## src/rtl/spi_reg_ctrl.sv

```systemverilog
// spi_reg_ctrl: single-outstanding register access sequencer in front of spi_drv.
// Host side  : req_valid/req_ready/req_wr/req_addr/req_wdata in,
//              rsp_valid/rsp_ready/rsp_rdata/rsp_err out.
// Driver side: start_cmd, n_clks, tx_data out; spi_drv_rdy, rx_miso in.
// clk / sreset: single clock, synchronous active-high reset.
module spi_reg_ctrl #(
  parameter int unsigned ADDR_W     = 7,
  parameter int unsigned DATA_W     = 8,
  parameter int unsigned SPI_MAXLEN = 32,
  parameter int unsigned TIMEOUT    = 65535
) (
  input  logic                          clk,
  input  logic                          sreset,
  input  logic                          req_valid,
  output logic                          req_ready,
  input  logic                          req_wr,
  input  logic [ADDR_W-1:0]             req_addr,
  input  logic [DATA_W-1:0]             req_wdata,
  output logic                          rsp_valid,
  input  logic                          rsp_ready,
  output logic [DATA_W-1:0]             rsp_rdata,
  output logic                          rsp_err,
  output logic                          start_cmd,
  input  logic                          spi_drv_rdy,
  output logic [$clog2(SPI_MAXLEN):0]   n_clks,
  output logic [SPI_MAXLEN-1:0]         tx_data,
  input  logic [SPI_MAXLEN-1:0]         rx_miso
);

  localparam int unsigned FRAME  = 1 + ADDR_W + DATA_W;
  localparam int unsigned NCLK_W = $clog2(SPI_MAXLEN) + 1;
  localparam int unsigned WD_W   = $clog2(TIMEOUT + 1);

  typedef enum logic [1:0] {
    IDLE  = 2'd0,
    START = 2'd1,
    BUSY  = 2'd2,
    RESP  = 2'd3
  } state_t;

  state_t                state_q, state_d;
  logic [SPI_MAXLEN-1:0] tx_data_q, tx_data_d;
  logic                  start_cmd_q, start_cmd_d;
  logic                  rsp_valid_q, rsp_valid_d;
  logic [DATA_W-1:0]     rsp_rdata_q, rsp_rdata_d;
  logic                  rsp_err_q, rsp_err_d;
  logic [WD_W-1:0]       wd_q, wd_d;
  logic                  rd_q, rd_d;
  logic [SPI_MAXLEN-1:0] frame;
  logic                  wd_expired;
  logic                  unused_rx;

  // Only the low DATA_W bits of the received word carry register data.
  assign unused_rx = ^rx_miso[SPI_MAXLEN-1:DATA_W];

  assign n_clks     = NCLK_W'(FRAME);
  assign wd_expired = (wd_q == WD_W'(TIMEOUT));
  // Reset is folded in so the host never sees ready on the reset cycle.
  assign req_ready  = (state_q == IDLE) && spi_drv_rdy && !sreset;

  assign tx_data   = tx_data_q;
  assign start_cmd = start_cmd_q;
  assign rsp_valid = rsp_valid_q;
  assign rsp_rdata = rsp_rdata_q;
  assign rsp_err   = rsp_err_q;

  // Frame: read flag in the top frame bit, address below it, data in the LSBs.
  always_comb begin
    frame                    = '0;
    frame[FRAME-1]           = ~req_wr;
    frame[FRAME-2 -: ADDR_W] = req_addr;
    if (req_wr) begin
      frame[DATA_W-1:0] = req_wdata;
    end
  end

  // State and output registers.
  always_ff @(posedge clk) begin
    if (sreset) begin
      state_q     <= IDLE;
      tx_data_q   <= '0;
      start_cmd_q <= 1'b0;
      rsp_valid_q <= 1'b0;
      rsp_rdata_q <= '0;
      rsp_err_q   <= 1'b0;
      wd_q        <= '0;
      rd_q        <= 1'b0;
    end else begin
      state_q     <= state_d;
      tx_data_q   <= tx_data_d;
      start_cmd_q <= start_cmd_d;
      rsp_valid_q <= rsp_valid_d;
      rsp_rdata_q <= rsp_rdata_d;
      rsp_err_q   <= rsp_err_d;
      wd_q        <= wd_d;
      rd_q        <= rd_d;
    end
  end

  // Next-state and registered-output logic.
  always_comb begin
    state_d     = state_q;
    tx_data_d   = tx_data_q;
    start_cmd_d = start_cmd_q;
    rsp_valid_d = rsp_valid_q;
    rsp_rdata_d = rsp_rdata_q;
    rsp_err_d   = rsp_err_q;
    wd_d        = wd_q;
    rd_d        = rd_q;

    unique case (state_q)
      IDLE: begin
        if (req_valid && req_ready) begin
          tx_data_d   = frame;
          rd_d        = ~req_wr;
          start_cmd_d = 1'b1;
          wd_d        = '0;
          state_d     = START;
        end
      end
      START: begin
        // Driver dropping ready is the acknowledge of start_cmd.
        if (!spi_drv_rdy) begin
          start_cmd_d = 1'b0;
          wd_d        = '0;
          state_d     = BUSY;
        end else if (wd_expired) begin
          start_cmd_d = 1'b0;
          rsp_err_d   = 1'b1;
          rsp_rdata_d = '0;
          rsp_valid_d = 1'b1;
          state_d     = RESP;
        end else begin
          wd_d = wd_q + WD_W'(1);
        end
      end
      BUSY: begin
        if (spi_drv_rdy) begin
          rsp_rdata_d = rd_q ? rx_miso[DATA_W-1:0] : '0;
          rsp_valid_d = 1'b1;
          state_d     = RESP;
        end else if (wd_expired) begin
          rsp_err_d   = 1'b1;
          rsp_rdata_d = '0;
          rsp_valid_d = 1'b1;
          state_d     = RESP;
        end else begin
          wd_d = wd_q + WD_W'(1);
        end
      end
      RESP: begin
        if (rsp_ready) begin
          rsp_valid_d = 1'b0;
          rsp_err_d   = 1'b0;
          state_d     = IDLE;
        end
      end
      default: begin
        state_d = IDLE;
      end
    endcase
  end

endmodule

```

## config.mk

```make
export PLATFORM = sky130hd
export DESIGN_NAME = spi_reg_ctrl
export DESIGN_NICKNAME = d
export VERILOG_FILES = /design/src/rtl/spi_reg_ctrl.sv
export SDC_FILE = /design/constraint.sdc
export NUM_CORES = 1
export LEC_CHECK = 0
export ABC_AREA = 1
export BUFFER_PORTS_ARGS = -buffer_cell sky130_fd_sc_hd__buf_2
export CAP_MARGIN = 20
export CORE_MARGIN = 2
export CORE_UTILIZATION = 51
export DETAILED_ROUTE_END_ITERATION = 8
export PLACE_DENSITY = 0.93
export SYNTH_ARGS = -nofsm -noshare
export SYNTH_HDL_FRONTEND = slang
export SYNTH_SLANG_ARGS = --single-unit
```

## constraint.sdc

```tcl
create_clock -name clk -period 2.94 [get_ports clk]
set_clock_uncertainty 0.15 [all_clocks]
set_input_delay 0.735 -clock clk [delete_from_list [all_inputs] [get_ports clk]]
set_output_delay 0.735 -clock clk [all_outputs]
set_load 0.03 [all_outputs]
```

[Word level (Yosys, flattened, before mapping)]
Cells that the tools add are included.
Cells by class
  shift operators: 0
  order comparisons: 0
  eq/ne operators: 9
  bitwise logic cells: 1
  $mul: 0
  add/subtract/negate cells: 1
  reductions and logical operators: 16
  muxes and demuxes: 30
  div/mod/pow operators: 0
Operators by type and width (number)
  two-way mux 16 bit: 4
  one-hot mux 16 bit (3 select lines): 1
  two-way mux 8 bit: 5
  adder 16 x 1 -> 16 bit (second input constant): 1
  equality test 16 bit (second input constant): 1
  one-hot mux 8 bit (2 select lines): 1
  two-way mux 1 bit: 10
  two-way mux 2 bit: 5
  AND reduction 3 bit: 3
  one-hot mux 2 bit (4 select lines): 1
  != test 2 bit (second input constant): 3
  one-hot mux 1 bit (3 select lines): 2
  AND reduction 2 bit: 3
  nonzero test 3 bit: 2
  equality test 2 bit (second input constant): 2
  AND reduction 4 bit: 1
  nonzero test 2 bit: 2
  logical AND 1 bit: 3
  != test 3 bit (second input constant): 1
  equality test 2 x 1 -> 1 bit (second input constant): 1
  logical NOT 2 bit: 1
  != test 2 x 1 -> 1 bit (second input constant): 1
  one-hot mux 1 bit (2 select lines): 1
  logical NOT 1 bit: 1
  inverter 1 bit: 1
Storage, ports and cells
  latch bits: 0
  bits in read-only memories: 0
  register bits: 46
  output and inout port bits: 50
  word-level logic and storage cells: 65
  bits in writable memories: 0
  input bits: 53
  memories kept: 0

[Longest topological paths before layout]
  depth after elaboration: 6
  mapped depth: 13

[Least setup slack after synthesis]
OpenSTA, ideal clock, no wires.
  path kind: input to output
  start: input sreset
  end: output req_ready
  cell stages on the path: 3
  arrival: 1.512 ns
  data required time: 2.055 ns
  setup slack: 0.543 ns
  cell sequence: buf_4 > clkbuf_1 > nor2_1
Between the ends
  word-level cells in the longest chain between the ends: 2
RTL lines
  from (decl): RTL line 13  | input logic sreset,
  logical NOT 1 bit: RTL line 59  | assign req_ready = (state_q == IDLE) && spi_drv_rdy && !sreset;
  logical AND 1 bit: RTL line 59
  to (decl): RTL line 15  | output logic req_ready,
Every way passes these cells.

[Worst setup path after layout]
  start: register state_q[1]
  end: output req_ready
Between the ends
  word-level cells in the longest chain between the ends: 3
RTL lines
  from (decl): RTL line 41  | state_t state_q, state_d;
  from (signal assigned): RTL line 89  | state_q <= state_d;
  logical NOT 2 bit: RTL line 59
  logical AND 1 bit (2 in series): RTL line 59
Every way passes these cells.

==> impl_results.md <==
* Status: finished clean
* Filler Cells Inserted at 351
* FMAX at 422 MHz
* DR WL/cell at 12.5 µm
* Max VDD drop at 348 µV
* Fraction of final layout cells sized beyond drive strength 1 at 0.214
* Ratio of final minimum period to clock period at 0.806
* Total via count after detailed routing at 2346
* Number of failing setup endpoints in the final timing report at 0
* Origin of the worst min-delay path: rsp_err
* Synth area leader: dfxtp_1
* Latest clock arrival within the worst-skew pair at around 0.3 ns
* Routability-driven placement congestion ratio at between 0.8 and 0.9
* Final Core Density at 0.617
* Post-route minimum period at 2.37 ns
* Initial Util at 0.539
* Critical Path Source Type: flip-flop
* Final standard cell area without fillers at 2740 µm²
* Largest net degree at the start of global routing at 19
* Layout overhead on the synthesized area at 14.3%
* Worst slew pin tran at ~0.57 ns
* Setup total negative slack at 0 ns
* Setup slack on the worst flop-to-flop path at between 0.9 and 1 ns
* Post-cts sizing count at 0
* Number of CTS-inserted buffers at 5
* Clock Sink Count at 45
* Number of placed I/O pins at 103
* Cell Rows at 24
* Sequential area share after synthesis at 0.376
* CORE AREA at ~4400 µm²
* Maximum Capacitance Violations at 0
* CTS tree: yes
* Total leakage power at 1.33 nW
* Share of synthesized registers carrying an async set or reset at 0
* Warnings, synthesis at 0
* Number of port buffers at 56
* Total setup buffers inserted after CTS at 0
* Power density of the placed cells at roughly 520 nW/µm²
* Reg-to-Reg End: wd_q[11]
* All-layer global routing usage at 0.216
* Detailed-route vias per instance at ~5.3
* Die span in y at ~73 µm
* Max-slew headroom at the worst pin at 0.618
* Average size of a mapped cell at 7.24 µm²
* Die Span X at around 73 µm
* First drt pass iteration count at 6
* Maximum number of buffers from clock root to sink at 2
* Number of diodes added for antenna fixing at 0
* Cell types occupying the most area after synthesis: dfxtp_1, nand2_1, buf_4, nand3_1, inv_1
* Synth top cells by count: nand2_1, dfxtp_1, inv_1, nand3_1, nor2_1
* Terminating pin of the worst hold path: rsp_err
* Overflow left after global routing at 0
* Via count of the first global-routing pass at 2147
* Clk slew on worst S/H paths at ~0.080 ns
* Cell chosen for the clock root: clkbuf_8
* Post-synthesis instance area at 2400 µm²
* Wire length of the first global-routing pass at 9120 µm
* Count of distinct cell types in the synthesized netlist at 37
* FF-to-FF path depth at 12
* Routed Antenna Nets at 0
* Final-report max-slew violation count at 0
* Endpoint kind of the worst setup timing path: output pin
* Share of the synthesized area in the top cell type at 0.376
* FF-to-FF Start: state_q[0]
* Critical path start-end classification: flip-flop to output pin
* Half-perimeter wire length after placement at 4080 µm
* Synthesis-stage register bit count at 45
* Number of endpoints with negative hold slack in the final report at 0
* CP arrival at between 1 and 1.5 ns
* Layout net count at 446
* Total cell area at the placement stage at 2630 µm²
* Top_reg_cell synth: dfxtp_1
* Number of DRC violations after detailed routing at 0
* H-tree level count at 2
* Required time worst endpoint at 2.06 ns
* Top-count cell post-synth: nand2_1
* Antenna violations before repair at 0
* Post-CTS Hold Fix Bufs at 0
* Number of enable flip-flop cells after synthesis at 0
* Post-Synthesis Cells at 331
* Count of routing violations after the opening detailed-route iteration at around 160
* RSZ-0062 raised after global routing: false
* Hold path cells at 1
* Min-Delay Path Class: flip-flop to flip-flop
* Maximum fanout count along the critical path at 5
* Die ar. at 5260 µm²
* Final wirelength at 5470 µm
* Worst hold slack across all endpoints at 0.314 ns
[cell type report]
class,instances,area (µm²),area share
Inverter,38,153,0.0557
Tap cell,52,65.1,0.0237
Multi-Input combinational cell,238,1210,0.443
Clock inverter,2,38.8,0.0142
Clock buffer,6,72.6,0.0265
Timing Repair Buffer,58,295,0.108
Sequential cell,45,901,0.329
[cells in the final DEF, fill, tap and decap left out, drive strengths merged]
master / count
o21a: 1
o31ai: 1
nand3b: 1
a31oi: 2
conb: 22
inv: 38
clkinv: 1
nand3: 32
ha: 7
buf: 58
nor4: 1
o21ai: 10
o21bai: 1
or2: 2
nor3b: 1
nor2: 34
dfxtp: 45
nand4: 6
bufinv: 1
a22oi: 8
clkbuf: 6
nor3: 4
nand2: 81
xor2: 1
a21oi: 23
[per-layer routing]
| layer | vias to the layer above | share of wire | track usage | wire length [µm] |
|---|---|---|---|---|
| met4 | 0 | 0.023 | 0.0967 | 124 |
| li1 | 1134 | - | - | - |
| met2 | 93 | 0.52 | 0.396 | 2870 |
| met3 | 16 | 0.061 | 0.0472 | 331 |
| met5 | - | 0 | 0 | 0 |
| met1 | 1103 | 0.39 | 0.235 | 2150 |
[worst max-delay path, stage by stage, from the launching register on]
cell	delay, ns
dfxtp_1	0.37
inv_1	0.14
ha_1	0.30
nand2_1	0.09
nor2_1	0.08
buf_2	0.20
[through the flow]
| stage | cells | setup WS, ns | total power, mW |
|---|---|---|---|
| 2_1_floorplan | 351 | 0.543 | 0.921 |
| 3_3_place_gp | 431 | 0.728 | 0.959 |
| 3_5_place_dp | 431 | 0.701 | 0.970 |
| 4_1_cts | 439 | 0.564 | 1.43 |
| 5_1_grt | 439 | 0.461 | 1.49 |
| 6_report | 439 | 0.570 | 1.43 |
[how the worst max path moves through the flow]
stage | start | to | slack (ns)
after floorplan | sreset | req_ready | 0.54
after global placement | sreset | wd_q[11] | 0.73
after detailed placement | sreset | wd_q[11] | 0.70
after CTS | state_q[0] | req_ready | 0.56
after global routing | state_q[1] | req_ready | 0.46
final | state_q[1] | req_ready | 0.57
[state kept, by name (all words and copies together), names as in the netlist]
name       count
rsp_rdata      8
rd_q           1
tx_data       15
rsp_err        1
rsp_valid      1
state_q        2
start_cmd      1
wd_q          16
[power breakdown]
group          internal [mW]  switching (mW)  total [mW]
logic                 0.0867           0.223       0.309
registers              0.631          0.0181       0.649
clock network          0.255           0.214       0.469
total                  0.973           0.454        1.43
[kinds of logic (layout without fill, tap and decap cells)]
| group | count (synthesis) | in the layout | share of synthesized area |
|---|---|---|---|
| buf+inv | 68 | 104 | 0.149 |
| xor+xnor | 1 | 1 | 0.00365 |
| compound gates | 46 | 46 | 0.110 |
| other cells | 2 | 22 | 0.00313 |
| simple gates | 162 | 162 | 0.322 |
| fa+ha+maj | 7 | 7 | 0.0365 |
| flops | 45 | 45 | 0.376 |
No activity file was read; power rests on OpenSTA's default activity.
